**config.mk**
```make
export PLATFORM = sky130hd
export DESIGN_NAME = sync_line_column_gen
export DESIGN_NICKNAME = d
export VERILOG_FILES = /design/src/rtl/sync_line_column_gen.sv
export SDC_FILE = /design/constraint.sdc
export NUM_CORES = 1
export LEC_CHECK = 0
export ABC_AREA = 1
export BUFFER_PORTS_ARGS = -buffer_cell sky130_fd_sc_hd__buf_2
export CAP_MARGIN = 20
export CORE_MARGIN = 5
export CORE_UTILIZATION = 56
export CTS_CLUSTER_DIAMETER = 120
export DETAILED_ROUTE_END_ITERATION = 7
export HOLD_SLACK_MARGIN = 0.06
export PLACE_DENSITY = 0.88
export SETUP_SLACK_MARGIN = 0.15
export SLEW_MARGIN = 5
export SYNTH_ARGS = -nofsm -noshare
export SYNTH_HDL_FRONTEND = slang
export SYNTH_SLANG_ARGS = --single-unit
```
**constraint.sdc**
```tcl
create_clock -name clk4mhz -period 1.92 [get_ports clk4mhz]
set_clock_uncertainty 0.05 [all_clocks]
set_input_delay 0.096 -clock clk4mhz [delete_from_list [all_inputs] [get_ports clk4mhz]]
set_output_delay 0.096 -clock clk4mhz [all_outputs]
set_load 0.005 [all_outputs]
```
**src/rtl/sync_line_column_gen.sv**
```systemverilog
// sync_line_column_gen: separates hsync from vertical broad pulses and produces pixel coordinates, window enables and the gated target bit.
module sync_line_column_gen #(
  parameter int HSYNC_MIN   = 12,
  parameter int BROAD_MIN   = 60,
  parameter int BROAD_COUNT = 3,
  parameter int COL_START   = 8,
  parameter int COL_END     = 232,
  parameter int LINE_START  = 16,
  parameter int LINE_END    = 246
) (
  input  logic       clk4mhz,
  input  logic       reset,
  input  logic       csync_n,
  input  logic       video_bit,
  output logic       csync,
  output logic       vsync,
  output logic [8:0] lineCount,
  output logic [8:0] columnCount,
  output logic       en,
  output logic       xCounterEn,
  output logic       isTarget
);
  localparam logic [7:0] HMIN = 8'(HSYNC_MIN);
  localparam logic [7:0] BMIN = 8'(BROAD_MIN);
  localparam logic [2:0] BCNT = 3'(BROAD_COUNT);
  localparam logic [8:0] CS   = 9'(COL_START);
  localparam logic [8:0] CE   = 9'(COL_END);
  localparam logic [8:0] LS   = 9'(LINE_START);
  localparam logic [8:0] LE   = 9'(LINE_END);
  logic       csM, cs_s, cs_p, vidM, vid_s, riseQ;
  logic [7:0] lowCnt;
  logic [2:0] broadCnt, broadInc;
  logic       fall, rise, lineEv, broadEv, frameEv, xEnNext, enNext;
  logic [8:0] colNext, lineNext;
  always_comb begin
    fall     = cs_p & ~cs_s;
    rise     = ~cs_p & cs_s;
    lineEv   = riseQ && lowCnt >= HMIN && lowCnt < BMIN;
    broadEv  = riseQ && lowCnt >= BMIN;
    broadInc = broadCnt == 3'd7 ? 3'd7 : broadCnt + 3'd1;
    frameEv  = broadEv && broadInc == BCNT;
    colNext  = lineEv ? 9'd0 : columnCount == 9'd511 ? 9'd511 : columnCount + 9'd1;
    lineNext = frameEv ? 9'd0 : !lineEv ? lineCount : lineCount == 9'd511 ? 9'd511 : lineCount + 9'd1;
    xEnNext  = colNext >= CS && colNext < CE;
    enNext   = lineNext >= LS && lineNext < LE;
  end
  // rise is registered once more so classification sees a settled lowCnt
  always_ff @(posedge clk4mhz) begin
    if (reset) begin
      csM         <= 1'b1;
      cs_s        <= 1'b1;
      cs_p        <= 1'b1;
      vidM        <= 1'b0;
      vid_s       <= 1'b0;
      riseQ       <= 1'b0;
      lowCnt      <= 8'd0;
      broadCnt    <= 3'd0;
      columnCount <= 9'd0;
      lineCount   <= 9'd0;
      vsync       <= 1'b1;
      csync       <= 1'b1;
      xCounterEn  <= 1'b0;
      en          <= 1'b0;
      isTarget    <= 1'b0;
    end else begin
      csM         <= csync_n;
      cs_s        <= csM;
      cs_p        <= cs_s;
      vidM        <= video_bit;
      vid_s       <= vidM;
      riseQ       <= rise;
      lowCnt      <= fall ? 8'd1 : (!cs_s && lowCnt != 8'hFF) ? lowCnt + 8'd1 : lowCnt;
      broadCnt    <= lineEv ? 3'd0 : broadEv ? broadInc : broadCnt;
      columnCount <= colNext;
      lineCount   <= lineNext;
      vsync       <= frameEv ? 1'b0 : lineEv ? 1'b1 : vsync;
      csync       <= cs_s;
      xCounterEn  <= xEnNext;
      en          <= enNext;
      isTarget    <= vid_s & cs_s & xEnNext & enNext;
    end
  end
endmodule

```
==> impl_metrics.json, run 1 <==
{
  "status": "finished, final reports clean",
  "syn-num-nets": 286,
  "vias_per_cell": 5.08,
  "n_antenna_cell": 0,
  "final_common_cell": "nand2_1",
  "io_pins": 27,
  "peakVddDrop_v": 0.000533,
  "start_util_pct": 58.1,
  "nFillCells": 290,
  "crit_required_ns": 2.13,
  "layout.cells.most_common_list": "nand2_1 (60), inv_1 (44), dfxtp_1 (31)",
  "worstMarginPinSlew_ns": 0.342,
  "die_area_sq_um": 4770,
  "timing.rr.start": "lineCount[0]",
  "cts_buffer_depth": 2,
  "cp_max_fo": 8,
  "first_global_vias": 1737,
  "port_buffers": 26,
  "netSwitchingPower_uw": 320,
  "antenna_found_initial": 0,
  "relSlewSlack_pct": 77.1,
  "synthArstFlopShare_pct": 0,
  "drc": 0,
  "combPwrFrac_pct": 4.3,
  "syn_inst": 277,
  "grt_max_degree": 15,
  "grt-ovfl-total": 0,
  "cts_buffers": 5,
  "end_kind": "register",
  "final_antenna_net_count": 0,
  "sw_frac_of_total_pct": 21.6,
  "drtIter0Drc": 95,
  "htreeDepth": 2,
  "clockPowerShare_pct": 39.7,
  "rows": 21,
  "final-seq-area_sq_um": 791,
  "fin_crit_sh_pct": 85.6,
  "detailedRoute.firstPassIterationCount": 4,
  "grt_pass1_wl_mm": 7.13,
  "hpwl_mm": 3.01,
  "finalSetupTns_ns": 0,
  "num_vias": 1850,
  "reg2regPathDepth": 12,
  "p_per_area_nw_per_um2": 629,
  "grt_use_total_pct": 17.6,
  "startpoint": "lineCount[0]",
  "yosysSeqAreaShare_pct": 39.9,
  "hold_class": "reg2reg",
  "hold_viol": 0,
  "slew_viol_final": 0,
  "r2r_slack_ns": 0.28,
  "cts_root_buffer": "clkbuf_4",
  "crit_arrival_ns": 1.85,
  "internal-power_uw": 1170,
  "critPathCapture": "en",
  "maxCapViolations": 0,
  "yosysWarningCount": 0,
  "cts_tree": "built",
  "wl_mm": 4.25,
  "layout_setup_ws_ns": 0.277,
  "crit_path_start_kind": "register",
  "place_congestion": 0.889,
  "timing.fmax_ghz": 0.609,
  "setup_viol": 0,
  "fin_nets": 326,
  "die_h_microns": 69.1,
  "place_ws_ns": 0.163,
  "yosysUniqueCellTypes": 29,
  "r2r_end": "en",
  "period_needed_ns": 1.64,
  "ys_ff_latch": 39,
  "worst_skew_pair.late_latency_ns": 0.35,
  "core_sq_um": 3360,
  "synth_edf_count": 0,
  "chipWidth_microns": 69.1,
  "avgSynthCellArea_sq_um": 7.06,
  "placed_area_sq_um": 2140,
  "critPathKind": "reg2reg",
  "drive_gt1_share_pct": 22.6,
  "pwr-share-seq_pct": 56.0,
  "cts.sinks": 39,
  "clkTransAtPathRegs_ns": 0.13,
  "syn-cell-area_sq_um": 1960,
  "ys.flop_type": "dfxtp_1",
  "power_leakage_uw": 0.00112,
  "routedWlPerCell_microns": 11.7,
  "area_growth_pct": 20.9,
  "multi_input_area_sq_um": 1010,
  "rsz0062_at_grt": "no",
  "stdcell_area_sq_um": 2360
}
==> cell usage after synthesis, drive strengths merged, types with 2 or more instances <==
library cell	instances	area, sq um
a21oi	16	83.8
o21ai	8	40.0
xnor2	4	35.0
dfxtp	39	781
or2	2	12.5
nand3b	2	15.0
inv	46	173
buf	3	21.3
a31oi	3	18.8
nor2	39	184
nand3	26	145
nand2	65	251
ha	5	62.6
nor3	3	20.0
xor2	5	43.8
nand4	6	37.5
==> what timing repair did <==
action	in CTS	in global routing
endpoints found under the hold margin	6	0
setup buffers	0	3
endpoints found under the setup margin	0	12
gates resized for setup	0	18
hold buffers	5	0
==> worst min path at each step <==
stage	from	to	slack, ns	cells past startpoint
2_1_floorplan	csync_n	csM	0.15	1
3_3_place_gp	csync_n	csM	0.23	2
3_5_place_dp	csync_n	csM	0.24	2
4_1_cts	vidM	vid_s	0.36	2
5_1_grt	vidM	vid_s	0.39	2
6_report	vidM	vid_s	0.36	2
==> through the flow <==
step / hold slack (ns) / total power (uW) / instances / utilization (%)
floorplan: 0.150 / 887 / 277 / -
global placement: 0.229 / 902 / 348 / 63.7
detailed placement: 0.242 / 906 / 348 / 63.7
CTS: 0.360 / 1490 / 361 / 67.8
global route: 0.386 / 1530 / 364 / 70.3
finish: 0.355 / 1490 / 364 / 70.3
==> per-layer routing <==
| layer | GRT usage [%] | part of all wire [%] | up-vias |
|---|---|---|---|
| met5 | 0 | 0 | - |
| met2 | 29.7 | 50 | 52 |
| met4 | 6.51 | 1.1 | 0 |
| li1 | - | - | 959 |
| met1 | 21.1 | 43 | 832 |
| met3 | 5.09 | 6.1 | 7 |
==> final cells by class <==
class,count,share of cell area (%)
Tap cell,46,2.44
Multi-Input combinational cell,188,42.9
Clock buffer,6,2.17
Timing Repair Buffer,37,10.1
Inverter,46,7.31
Sequential cell,39,33.5
Clock inverter,2,1.64
==> power by group through the flow <==
stage                     Clock (uW)  Sequential [uW]  Combinational [uW]
after floorplan                    0              849                37.5
after global placement             0              849                52.4
after detailed placement           0              851                55.0
after CTS                        593              833                63.2
after global routing             628              835                72.1
final                            590              832                63.7
==> state kept, by name, summed over array words and instances (netlist names), 3 cells and up <==
| name | count |
|---|---|
| columnCount | 9 |
| lineCount | 9 |
| broadCnt | 3 |
| lowCnt | 8 |
==> critical path: stages (launching register included) <==
cell,delay [ns]
dfxtp_1,0.38
ha_4,0.16
nand2_1,0.06
nor2_2,0.18
nand3_4,0.14
nand2_1,0.10
nand2_1,0.05
nand2_1,0.07
nand2_1,0.05
nor2_1,0.11
nand3_1,0.09
nand3_2,0.08
nor2_1,0.04
==> logic make-up (layout without fill, tap and decap cells) <==
group | after synthesis | count (layout) | synth area share, %
XOR/XNOR | 9 | 9 | 4.03
flip-flops | 39 | 39 | 39.9
adder cells (fa/ha/maj) | 5 | 5 | 3.20
buffers and inverters | 50 | 91 | 10.1
AND/OR/NAND/NOR | 144 | 144 | 34.4
AO/OA/AOI/OAI | 30 | 30 | 8.38
No activity file was read; power rests on OpenSTA's default activity.
==> run 2, diff against run 1 <==
--- a/config.mk
+++ b/config.mk
@@ -5,15 +5,14 @@
 export SDC_FILE = /design/constraint.sdc
 export NUM_CORES = 1
 export LEC_CHECK = 0
-export ABC_AREA = 1
 export BUFFER_PORTS_ARGS = -buffer_cell sky130_fd_sc_hd__buf_2
 export CAP_MARGIN = 20
 export CORE_MARGIN = 5
-export CORE_UTILIZATION = 56
+export CORE_UTILIZATION = 55
 export CTS_CLUSTER_DIAMETER = 120
 export DETAILED_ROUTE_END_ITERATION = 7
 export HOLD_SLACK_MARGIN = 0.06
-export PLACE_DENSITY = 0.88
+export PLACE_DENSITY = 0.87
 export SETUP_SLACK_MARGIN = 0.15
 export SLEW_MARGIN = 5
 export SYNTH_ARGS = -nofsm -noshare
==> constraint.sdc (replaced) <==
create_clock -name clk4mhz -period 1.92 [get_ports clk4mhz]
set_clock_uncertainty 0.05 [all_clocks]
set_input_delay 0.096 -clock clk4mhz [delete_from_list [all_inputs] [get_ports clk4mhz]]
set_output_delay 0.096 -clock clk4mhz [all_outputs]
set_load 0.1 [all_outputs]
==> run 2 against run 1 <==
Compared with the run above: wire length increased by 4.8%; first-iteration DRC count is 68% higher; sequential power fell by 1%; non-clock buffer count rose by 11; worst hold slack better by 0.051 ns; clock power shrank 21%; combinational power increased by 71%; area after synthesis is 9.1% lower; maximum frequency shrank 11%; count of clock-buffer cells in the layout is 2 higher; global-route usage grew 4.3 points.
==> impl_metrics.json, run 2 <==
{
  "status": "finished, final reports clean",
  "drc": 0,
  "placed_area_sq_um": 2120,
  "antenna_found_initial": 0,
  "finalSetupTns_ns": 0,
  "layout.cells.most_common_list": "buf_2 (26), nor2_1 (25), a21oi_1 (18), dfxtp_1 (18), buf_4 (16)",
  "cts_root_buffer": "clkbuf_4",
  "syn-num-nets": 211,
  "yosysMostFrequentCell": "dfxtp_1",
  "largestRegisters": "columnCount: 9 flops, lineCount: 9 flops, lowCnt: 8 flops",
  "grt_max_degree": 13,
  "slowest_stage": "dfxtp_4",
  "cts.sinks": 39,
  "rsz0062_at_grt": "yes",
  "avgSynthCellArea_sq_um": 8.80,
  "synth.area.top_cells": "dfxtp_1 (44%), nor2_1 (5.5%), a21oi_1 (5.1%), xor2_1 (4.9%), ha_1 (3.5%)",
  "htreeDepth": 2,
  "grt.met3_usage_pct": 6.58,
  "maxCapViolations": 0,
  "area_growth_pct": 32.7,
  "timing.rr.start": "lineCount[0]",
  "use_met1_pct": 24.9,
  "place_congestion": 0.846,
  "fin_crit_sh_pct": 96.1,
  "start_util_pct": 57.8,
  "end_kind": "register",
  "final_antenna_net_count": 0,
  "peakVddDrop_v": 0.000471,
  "drive_gt1_share_pct": 37.2,
  "critPathKind": "reg2reg",
  "routedWlPerCell_microns": 15.0,
  "whs_ns": 0.406,
  "synthTopCellsByCount": "dfxtp_1 (39), nor2_1 (26), a21oi_1 (18)",
  "slew_viol_final": 0,
  "hold_class": "reg2reg",
  "nFillCells": 224,
  "detailedRoute.firstPassIterationCount": 6,
  "period_needed_ns": 1.84,
  "total_power_uw": 1400,
  "syn_inst": 202,
  "setup_viol": 0,
  "hpwl_mm": 2.93,
  "wl_mm": 4.45,
  "use_met2_pct": 36.8,
  "crit_arrival_ns": 2.02,
  "synth_top_area_share_pct": 43.9,
  "stdcell_area_sq_um": 2360,
  "cts_tree": "built",
  "p_per_area_nw_per_um2": 593,
  "grt_pass1_wl_mm": 7.29,
  "hold_viol": 0,
  "die_area_sq_um": 4470,
  "worst_skew_pair.late_latency_ns": 0.34,
  "layout_setup_ws_ns": 0.0758,
  "timing.fmax_ghz": 0.542,
  "power_leakage_uw": 0.000947,
  "synth_top_area_cell": "dfxtp_1",
  "port_buffers": 26,
  "place_ws_ns": 0.0382,
  "io_pins": 27,
  "num_vias": 1655,
  "cts_buffers": 5,
  "relSlewSlack_pct": 66.6,
  "worstHoldStart": "cs_p",
  "first_global_vias": 1599,
  "vias_per_cell": 5.57,
  "crit_path_max_incr_delay_ns": 0.39,
  "synthArstFlopShare_pct": 0,
  "startpoint": "lineCount[0]",
  "ys.flop_type": "dfxtp_1",
  "clkTransAtPathRegs_ns": 0.11,
  "syn-cell-area_sq_um": 1780,
  "crit_path_start_kind": "register",
  "worstMarginPinSlew_ns": 0.504,
  "crit_required_ns": 2.10,
  "core_sq_um": 3080,
  "cp_max_fo": 5,
  "cts_buffer_depth": 2,
  "grt_use_total_pct": 21.9,
  "cp_cell_sequence": "ha_4 -> and4_1 -> nand4_1 -> xor2_1 -> nand2b_4 -> a2111oi_4 -> nor3_1",
  "ys_ff_latch": 39,
  "rows": 20,
  "final_common_cell": "buf_2",
  "chipWidth_microns": 66.9,
  "yosysSeqAreaShare_pct": 43.9,
  "n_antenna_cell": 0,
  "busiest_layer": "met2",
  "die_h_microns": 66.9,
  "synth_edf_count": 0,
  "grt-ovfl-total": 0,
  "yosysWarningCount": 0,
  "fin_nets": 261,
  "drtIter0Drc": 160,
  "yosysUniqueCellTypes": 40
}
run 2: cell type report:
class	count	area, sq um	area share, %
Inverter	6	22.5	0.954
Sequential cell	39	837	35.5
Tap cell	44	55.1	2.33
Clock buffer	8	68.8	2.92
Timing Repair Buffer	48	312	13.2
Multi-Input combinational cell	152	1060	45.1
run 2: repair_timing:
item / 4_1_cts / 5_1_grt
endpoints found under the setup margin: 2 / 14
hold buffers: 5 / 0
gates resized for setup: 10 / 7
endpoints found under the hold margin: 8 / 0
gates cloned: 0 / 0
setup buffers: 2 / 5
pin swaps: 8 / 6
run 2: layer usage:
metal	wire (microns)	vias to the layer above
met3	225	13
met5	0	-
met4	124	0
met1	1860	773
met2	2240	64
li1	-	805
run 2: where the power goes:
group | switching (uW) | leakage, uW | internal (uW) | total (uW)
Sequential | 14.3 | 0.000330 | 808 | 822
Clock | 251 | 0.0000386 | 216 | 467
Combinational | 74.8 | 0.000579 | 34.6 | 109
Total | 340 | 0.000947 | 1060 | 1400
run 2: stage by stage:
step	utilization (%)	std cells
global placement	68.9	277
detailed placement	68.9	277
CTS	74.7	292
finish	76.7	297
floorplan	-	202
global route	76.7	297
run 2: path summary, 6_finish.rpt:
kind              endpoint  slack [ns]  cells after the start
hold reg to reg      riseQ        0.41                      1
hold / removal       riseQ        0.41                      1
setup reg to reg        en        0.08                      7
setup / recovery        en        0.08                      7
run 2: logic make-up (layout without fill, tap and decap cells):
logic type / count (synthesis) / count (layout) / share of synthesized area, %
AND/OR/NAND/NOR: 92 / 92 / 27.7
flip-flops: 39 / 39 / 43.9
AO/OA/AOI/OAI: 36 / 36 / 12.5
XOR/XNOR: 17 / 17 / 8.37
buffers and inverters: 11 / 62 / 2.81
adder cells (fa/ha/maj): 5 / 5 / 3.52
multiplexers: 2 / 2 / 1.13
run 2: critical path: cells and delay by family (launching register included):
family	cells	cell delay (ns)
AND/OR/NAND/NOR	4	0.57
flip-flops	1	0.39
AO/OA/AOI/OAI	1	0.36
XOR/XNOR	1	0.20
adder cells (fa/ha/maj)	1	0.16
==> run 3, diff against run 2 <==
--- a/config.mk
+++ b/config.mk
@@ -6,15 +6,14 @@
 export NUM_CORES = 1
 export LEC_CHECK = 0
 export BUFFER_PORTS_ARGS = -buffer_cell sky130_fd_sc_hd__buf_2
-export CAP_MARGIN = 20
+export CAP_MARGIN = 10
 export CORE_MARGIN = 5
-export CORE_UTILIZATION = 55
+export CORE_UTILIZATION = 38
 export CTS_CLUSTER_DIAMETER = 120
 export DETAILED_ROUTE_END_ITERATION = 7
 export HOLD_SLACK_MARGIN = 0.06
-export PLACE_DENSITY = 0.87
+export PLACE_DENSITY = 0.67
 export SETUP_SLACK_MARGIN = 0.15
-export SLEW_MARGIN = 5
 export SYNTH_ARGS = -nofsm -noshare
 export SYNTH_HDL_FRONTEND = slang
 export SYNTH_SLANG_ARGS = --single-unit
==> run 3 against run 2 <==
Compared with the run above: maximum frequency increased by 4.1%; cell area increased by 1.1%; critical path depth unchanged; via count decreased by 3.9%; total power increased by 6.3%; die area increased by 38%; clock power increased by 19%; sequential power about the same; largest cell class unchanged; first-iteration DRC count decreased by 32%; critical path type unchanged; wire length decreased by 10%; worst setup slack improved by 0.073 ns.
==> impl_metrics.json, run 3 (same netlist as run 2, synthesis figures left out) <==
{
  "critPathKind": "reg2reg",
  "num_vias": 1590,
  "fin_crit_sh_pct": 92.3,
  "chipWidth_microns": 78.4,
  "worstHoldStart": "csM",
  "grt-ovfl-total": 0,
  "layout_setup_ws_ns": 0.148,
  "p_per_area_nw_per_um2": 623,
  "pwr-share-seq_pct": 55.3,
  "cp_max_fo": 8,
  "period_needed_ns": 1.77,
  "worstMarginPinSlew_ns": 0.499,
  "drc": 0,
  "sw_frac_of_total_pct": 23.9,
  "final_common_cell": "buf_2",
  "place_ws_ns": 0.0346,
  "end_kind": "register",
  "cts.sinks": 39,
  "drive_gt1_share_pct": 38.6,
  "r2r_end": "isTarget",
  "internal-power_uw": 1130,
  "whs_ns": 0.357,
  "timing.rr.start": "lowCnt[3]",
  "clockPowerShare_pct": 37.6,
  "fin_nets": 257,
  "start_util_pct": 40.0,
  "vias_per_cell": 5.28,
  "netSwitchingPower_uw": 355,
  "power_leakage_uw": 0.000956,
  "htreeDepth": 2,
  "crit_path_max_incr_delay_ns": 0.35,
  "grt_use_total_pct": 13.6,
  "grt_max_degree": 13,
  "first_global_vias": 1448,
  "core_sq_um": 4440,
  "total_power_uw": 1490,
  "routedWlPerCell_microns": 13.3,
  "drtIter0Drc": 109,
  "setup_viol": 0,
  "relSlewSlack_pct": 67.0,
  "hpwl_mm": 2.90,
  "n_antenna_cell": 0,
  "stdcell_area_sq_um": 2380,
  "port_buffers": 26,
  "peakVddDrop_v": 0.000595,
  "detailedRoute.firstPassIterationCount": 4,
  "r2r_slack_ns": 0.15,
  "antenna_found_initial": 0,
  "status": "finished, final reports clean",
  "crit_path_start_kind": "register",
  "cp_cell_sequence": "a211o_4 -> nand4_4 -> buf_6 -> o21a_1 -> a21oi_2 -> a2111oi_4 -> nor4b_2",
  "place_congestion": 0.845,
  "die_h_microns": 78.4,
  "combPwrFrac_pct": 7.1,
  "hold_depth": 1,
  "io_pins": 27,
  "nFillCells": 408,
  "maxCapViolations": 0,
  "slew_viol_final": 0,
  "wl_mm": 3.99,
  "reg2regPathDepth": 7,
  "timing.fmax_ghz": 0.564,
  "placed_area_sq_um": 2130,
  "crit_required_ns": 2.05,
  "largestRegisters": "columnCount: 9 flops, lineCount: 9 flops, lowCnt: 8 flops",
  "cts_buffers": 5,
  "layout.cells.most_common_list": "buf_2 (26), nor2_1 (25), dfxtp_1 (17)",
  "cts_buffer_depth": 2,
  "hold_class": "reg2reg",
  "final_antenna_net_count": 0,
  "slowest_stage": "a211o_4",
  "rows": 24,
  "worstHoldEndpoint": "cs_s",
  "finalSetupTns_ns": 0,
  "clkTransAtPathRegs_ns": 0.08,
  "crit_arrival_ns": 1.90,
  "die_area_sq_um": 6150,
  "rsz0062_at_grt": "yes",
  "area_growth_pct": 34.1,
  "worst_skew_pair.late_latency_ns": 0.29,
  "grt_pass1_wl_mm": 6.79,
  "cts_tree": "built",
  "hold_viol": 0,
  "cts_root_buffer": "clkbuf_8"
}
==> run 3: metrics by stage <==
step | std cells | util [%]
2_1_floorplan | 202 | -
3_3_place_gp | 285 | 47.9
3_5_place_dp | 285 | 47.9
4_1_cts | 297 | 51.9
5_1_grt | 301 | 53.7
6_report | 301 | 53.7
==> run 3: worst max-delay path by stage <==
stage               slack (ns)        to           start  depth (start not counted)
floorplan                0.008  isTarget  columnCount[0]                          7
global placement          0.07        en       lowCnt[3]                          7
detailed placement        0.03  isTarget       lowCnt[6]                          6
CTS                       0.15  isTarget       lowCnt[2]                          6
global route              0.07  isTarget  columnCount[0]                          7
finish                    0.15  isTarget       lowCnt[3]                          7
==> run 3: routing by layer <==
metal	wire [microns]	GRT usage, %	vias to the layer above
met5	0	0	-
met4	74	5.59	0
met3	235	3.66	7
met2	1830	21.5	48
met1	1850	17.7	735
li1	-	-	800
==> run 3: cell type report <==
type	count	area [sq um]	area share, %
clock inverter	1	5.00	0.210
multi-input combinational	152	1090	45.6
timing repair buffer	44	279	11.7
sequential	39	838	35.2
clock buffer	7	86.3	3.62
tap	52	65.1	2.73
inverter	6	22.5	0.944
==> run 3: repair_timing <==
action | CTS | global route
hold buffers | 4 | 0
pin swaps | 4 | 12
resized for setup | 10 | 12
endpoints found under the hold margin | 5 | 0
endpoints found under the setup margin | 2 | 9
buffers inserted | 0 | 4
==> run 3: critical path: cells and delay by family, from the launching register on <==
family	cells	cell delay, ns
buffers and inverters	1	0.15
DFF	1	0.34
AOI/OAI and AO/OA	4	0.89
and+or+nand+nor	2	0.24
==> run 3: power by group through the flow <==
stage                     registers [uW]  logic, uW  clock network, uW
final                                822        106                558
after CTS                            821        105                582
after global placement               840       98.4                  0
after floorplan                      882       36.5                  0
after detailed placement             840       98.4                  0
after global routing                 824        116                623
